$ cat src/rtl/fsm_trace_display.sv
// fsm_trace_display: captures the sequence-detector FSM debug bus, counts
// rising edges of its Moore and Mealy outputs, and scans current state,
// next state and both counts onto a 4-digit common-anode 7-segment display.
// Optional build macro: TRACE_SAT_EN (counters saturate at F instead of wrapping).
module fsm_trace_display #(
    parameter int unsigned REFRESH_W = 16
) (
    input  logic       clk,
    input  logic       reset,
    input  logic [7:0] Q,
    input  logic       clr,
    output logic [6:0] seg,
    output logic [3:0] an,
    output logic       dp
);

    localparam int unsigned CNT_W  = 4;
    localparam int unsigned SEG_W  = 7;
    localparam int unsigned DIG_W  = 4;
    localparam int unsigned EDGE_W = 2;

    logic [7:0]           q_r;
    logic [EDGE_W-1:0]    q_prev;      // only the Moore/Mealy bits need history
    logic                 armed;
    logic [CNT_W-1:0]     moore_cnt;
    logic [CNT_W-1:0]     mealy_cnt;
    logic [REFRESH_W-1:0] ref_cnt;

    logic                 inc_moore_c;
    logic                 inc_mealy_c;
    logic [CNT_W-1:0]     moore_nxt_c;
    logic [CNT_W-1:0]     mealy_nxt_c;
    logic [1:0]           sel_c;
    logic [CNT_W-1:0]     digit_val_c;
    logic [DIG_W-1:0]     an_nxt_c;
    logic                 dp_nxt_c;
    logic [SEG_W-1:0]     seg_nxt_c;

    // Active-low hex to {g,f,e,d,c,b,a}
    function automatic logic [SEG_W-1:0] hex_to_seg(input logic [CNT_W-1:0] v);
        logic [SEG_W-1:0] s;
        case (v)
            4'h0:    s = 7'b1000000;
            4'h1:    s = 7'b1111001;
            4'h2:    s = 7'b0100100;
            4'h3:    s = 7'b0110000;
            4'h4:    s = 7'b0011001;
            4'h5:    s = 7'b0010010;
            4'h6:    s = 7'b0000010;
            4'h7:    s = 7'b1111000;
            4'h8:    s = 7'b0000000;
            4'h9:    s = 7'b0010000;
            4'hA:    s = 7'b0001000;
            4'hB:    s = 7'b0000011;
            4'hC:    s = 7'b1000110;
            4'hD:    s = 7'b0100001;
            4'hE:    s = 7'b0000110;
            default: s = 7'b0001110;
        endcase
        return s;
    endfunction

    // Next value of a pulse counter; clear beats increment
    function automatic logic [CNT_W-1:0] cnt_next(input logic [CNT_W-1:0] cnt,
                                                 input logic inc,
                                                 input logic clear);
        logic [CNT_W-1:0] n;
        n = cnt;
        if (clear) begin
            n = '0;
        end else if (inc) begin
`ifdef TRACE_SAT_EN
            if (cnt != {CNT_W{1'b1}}) begin
                n = cnt + CNT_W'(1);
            end
`else
            n = cnt + CNT_W'(1);
`endif
        end
        return n;
    endfunction

    // Bus capture; the first sample after reset seeds the history so it never counts
    always_ff @(posedge clk or negedge reset) begin
        if (!reset) begin
            q_r    <= '0;
            q_prev <= '0;
            armed  <= 1'b0;
        end else begin
            q_r <= Q;
            if (!armed) begin
                q_prev <= Q[EDGE_W-1:0];
                armed  <= 1'b1;
            end else begin
                q_prev <= q_r[EDGE_W-1:0];
            end
        end
    end

    // Rising-edge detect and counter next-state
    always_comb begin
        inc_moore_c = armed & q_r[0] & ~q_prev[0];
        inc_mealy_c = armed & q_r[1] & ~q_prev[1];
        moore_nxt_c = cnt_next(moore_cnt, inc_moore_c, clr);
        mealy_nxt_c = cnt_next(mealy_cnt, inc_mealy_c, clr);
    end

    // Pulse counters and free-running refresh counter
    always_ff @(posedge clk or negedge reset) begin
        if (!reset) begin
            moore_cnt <= '0;
            mealy_cnt <= '0;
            ref_cnt   <= '0;
        end else begin
            moore_cnt <= moore_nxt_c;
            mealy_cnt <= mealy_nxt_c;
            ref_cnt   <= ref_cnt + REFRESH_W'(1);
        end
    end

    // Digit select: pick value, anode and decimal point for the current slot
    always_comb begin
        sel_c       = ref_cnt[REFRESH_W-1 -: 2];
        digit_val_c = '0;
        an_nxt_c    = 4'b1111;
        dp_nxt_c    = 1'b1;
        case (sel_c)
            2'd0: begin
                digit_val_c = moore_cnt;
                an_nxt_c    = 4'b1110;
                dp_nxt_c    = ~q_r[0];
            end
            2'd1: begin
                digit_val_c = mealy_cnt;
                an_nxt_c    = 4'b1101;
                dp_nxt_c    = ~q_r[1];
            end
            2'd2: begin
                digit_val_c = {1'b0, q_r[4:2]};
                an_nxt_c    = 4'b1011;
            end
            default: begin
                digit_val_c = {1'b0, q_r[7:5]};
                an_nxt_c    = 4'b0111;
            end
        endcase
        seg_nxt_c = hex_to_seg(digit_val_c);
    end

    // Registered display outputs; anode and segments always update together
    always_ff @(posedge clk or negedge reset) begin
        if (!reset) begin
            seg <= 7'b1111111;
            an  <= 4'b1111;
            dp  <= 1'b1;
        end else begin
            seg <= seg_nxt_c;
            an  <= an_nxt_c;
            dp  <= dp_nxt_c;
        end
    end

endmodule

$ cat config.mk
export PLATFORM = sky130hd
export DESIGN_NAME = fsm_trace_display
export DESIGN_NICKNAME = d
export VERILOG_FILES = /design/src/rtl/fsm_trace_display.sv
export SDC_FILE = /design/constraint.sdc
export NUM_CORES = 1
export LEC_CHECK = 0
export ABC_AREA = 1
export CORE_MARGIN = 10
export CORE_UTILIZATION = 60
export CTS_CLUSTER_SIZE = 12
export DETAILED_ROUTE_END_ITERATION = 12
export GPL_TIMING_DRIVEN = 0
export PLACE_DENSITY_LB_ADDON = 0.2
export SYNTH_ARGS = -nofsm -noshare
export SYNTH_HDL_FRONTEND = slang
export SYNTH_SLANG_ARGS = --single-unit
$ cat constraint.sdc
create_clock -name clk -period 4.54 [get_ports clk]
set_input_delay 0.908 -clock clk [delete_from_list [all_inputs] [get_ports clk]]
set_output_delay 0.908 -clock clk [all_outputs]
set_load 0.02 [all_outputs]
==> results.toml <==
[final_layout]
multi_input_area_sq_um = 876
synthToLayoutAreaGrowth_pct = 17.4
fin_nets = 282
regArea_sq_um = 1190
final_util = 0.747
fin_cells = 309
fillers = 245
finalInstanceArea_sq_um = 2570
antennaDiodeCount = 0
drive_gt1_frac = 0.122

[clock_tree]
cts_tree = "done"
cts-root-buf = "clkbuf_8"
clk_pin_slew_worst_paths_ps = 90
clock_latency_ps = 310
cts_sinks = 47
htree_levels = 2
post_cts_buffers = 0
cts_hold_buf = 0
cts_buffers = 5
clockBufferDepth = 2
post_cts_resized = 0

[worst_setup_path]
crit_buf_inv = 1
cp_slowest_cell = "clkdlybuf4s50_1"
r2r_slack_ps = 2840
cp_top_family = "buffers and inverters"
critPathKind = "reg2out"
cp_data_required_time_ps = 3630
critPathCaptureType = "output pin"
worst_r2r_endpoint = "seg[3]"
crit_arrival_ps = 1420
crit_path_max_incr_delay_ps = 590
crit_chain = "clkdlybuf4s50_1"
critPathMaxFanout = 1
reg2reg_depth = 9
start_kind = "register"
r2r-start = "ref_cnt[14]"

[timing]
rsz0062_at_grt = "no"
max_freq_ghz = 0.430
timing.final.crit_share = 0.513
finClkSkew_ps = 14.3
slew_viol_final = 0
fin_hold_ws_ps = 453
setup_violations = 0
hold_violations = 0
finalCriticalPeriod_ps = 2330
setup_tns_ps = 0

[worst_hold_path]
holdPathStages = 1
hp-class = "reg2reg"
whs_endpoint = "ref_cnt[0]"
min-delay-start = "ref_cnt[0]"

[global_route]
grt_pass1_wl_um = 7070
grt_usage = 0.138
overflow = 0
antenna_found_initial = 0
grt_pass1_vias = 1575
grt_max_degree = 36

[synth]
syn_area_sq_um = 2190
synth_cell_types = 27
synth_edf_count = 0
synth_top_area_frac = 0.400
synth.avg_cell_area_sq_um = 9.44
synth.cells.most_frequent = "nand2_1 (51), dfrtp_1 (35), nand3_1 (30), inv_1 (25), nor2_1 (17)"
synthFlopType = "dfrtp_1"
yosys.area.top_type = "dfrtp_1"
syn-num-nets = 252
yosysMostFrequentCell = "nand2_1"
async_flop_share = 1.00
synthCells = 232
synth_area_leaders = "dfrtp_1 (40%), dfstp_2 (14%), nand2_1 (8.7%)"
postSynthRegisterBits = 47
ys_warn_count = 0
ys_seq_area_frac = 0.544

[pwr]
leakage_nw = 1.21
max-vdd-ir-drop_uv = 281
power_density_nw_per_um2 = 287

[route]
routed_via_density = 5.19
totalWireLength_um = 4120
vias = 1604
drc = 0
wl_per_cell_um = 13.3
first_pass_iters = 4
antenna_left = 0
drtIter0Drc = 38

[floorplanning]
row_count = 21
die_h_um = 80.4
start_util = 0.636
die_x_um = 80.4
io_pins = 23
design.die.area_sq_um = 6470
coreArea_sq_um = 3440

[place]
dp.cells = 301
dp_hpwl_um = 3110
io_buffers = 22
place_area_sq_um = 2480
place.gp.congestion = 0.891

[outcome]
status = "complete, no violations"

[job]
cap_violations = 0
[registers in the layout, summed over array words and instances, names as in the netlist]
signal and cells:
armed 1, q_r 8, an 4, ref_cnt 16
mealy_cnt 4, q_prev 2, moore_cnt 4, dp 1
seg 7
[power breakdown]
group | leakage [nW] | switching [mW] | internal, mW
clock | 0.0483 | 0.140 | 0.108
combinational | 0.591 | 0.0294 | 0.0230
sequential | 0.573 | 0.00572 | 0.432
[how the worst max path moves through the flow]
stage,from,end,slack [ps],depth (start not counted)
global route,seg[3],seg[3],2170,1
finish,an[0],an[0],2210,1
CTS,seg[3],seg[3],2190,1
detailed placement,seg[3],seg[3],2520,1
floorplan,ref_cnt[15],seg[5],3040,10
global placement,reset,q_r[5],1380,1
[routing by layer]
layer	global-route usage	vias up	share of wire
li1	-	801	-
met1	0.151	768	0.42
met2	0.239	28	0.51
met3	0.0434	7	0.056
met4	0.0634	0	0.020
met5	0	-	0
[placed cells by master (no fill, tap or decap), types with 2 or more instances in the layout]
master	Yosys	routed
a21oi_1	6	6
buf_6	2	2
clkbuf_8	0	5
clkdlybuf4s50_1	0	21
clkinv_2	0	2
dfrtp_1	35	35
dfstp_2	12	12
ha_1	9	9
inv_1	25	25
inv_2	2	2
nand2_1	51	51
nand2_4	2	2
nand3_1	30	30
nand3b_1	2	2
nand4_1	3	3
nor2_1	17	17
nor3_1	5	5
o21ai_0	7	7
xnor2_1	5	5
xor2_1	9	9
[stage by stage]
step	power (mW)	setup WS [ps]
4_1_cts	0.748	2190
2_1_floorplan	0.467	3040
5_1_grt	0.769	2170
6_report	0.739	2210
3_5_place_dp	0.499	2520
3_3_place_gp	0.495	1380
[cell type report]
cell class                      count  share of cell area
Clock inverter                      3             0.00730
Tap cell                           46              0.0224
Inverter                           27              0.0394
Sequential cell                    47               0.463
Buffer                              2             0.00876
Clock buffer                        5              0.0268
Timing Repair Buffer               23              0.0915
Multi-Input combinational cell    156               0.341
[logic make-up after synthesis]
kind of cell / share of synthesized area
flops: 0.544
fa+ha+maj: 0.0514
other cells: 0.00171
buf+inv: 0.0565
simple gates: 0.242
xor+xnor: 0.0560
compound gates: 0.0491
(Power assumes the default switching activity.)
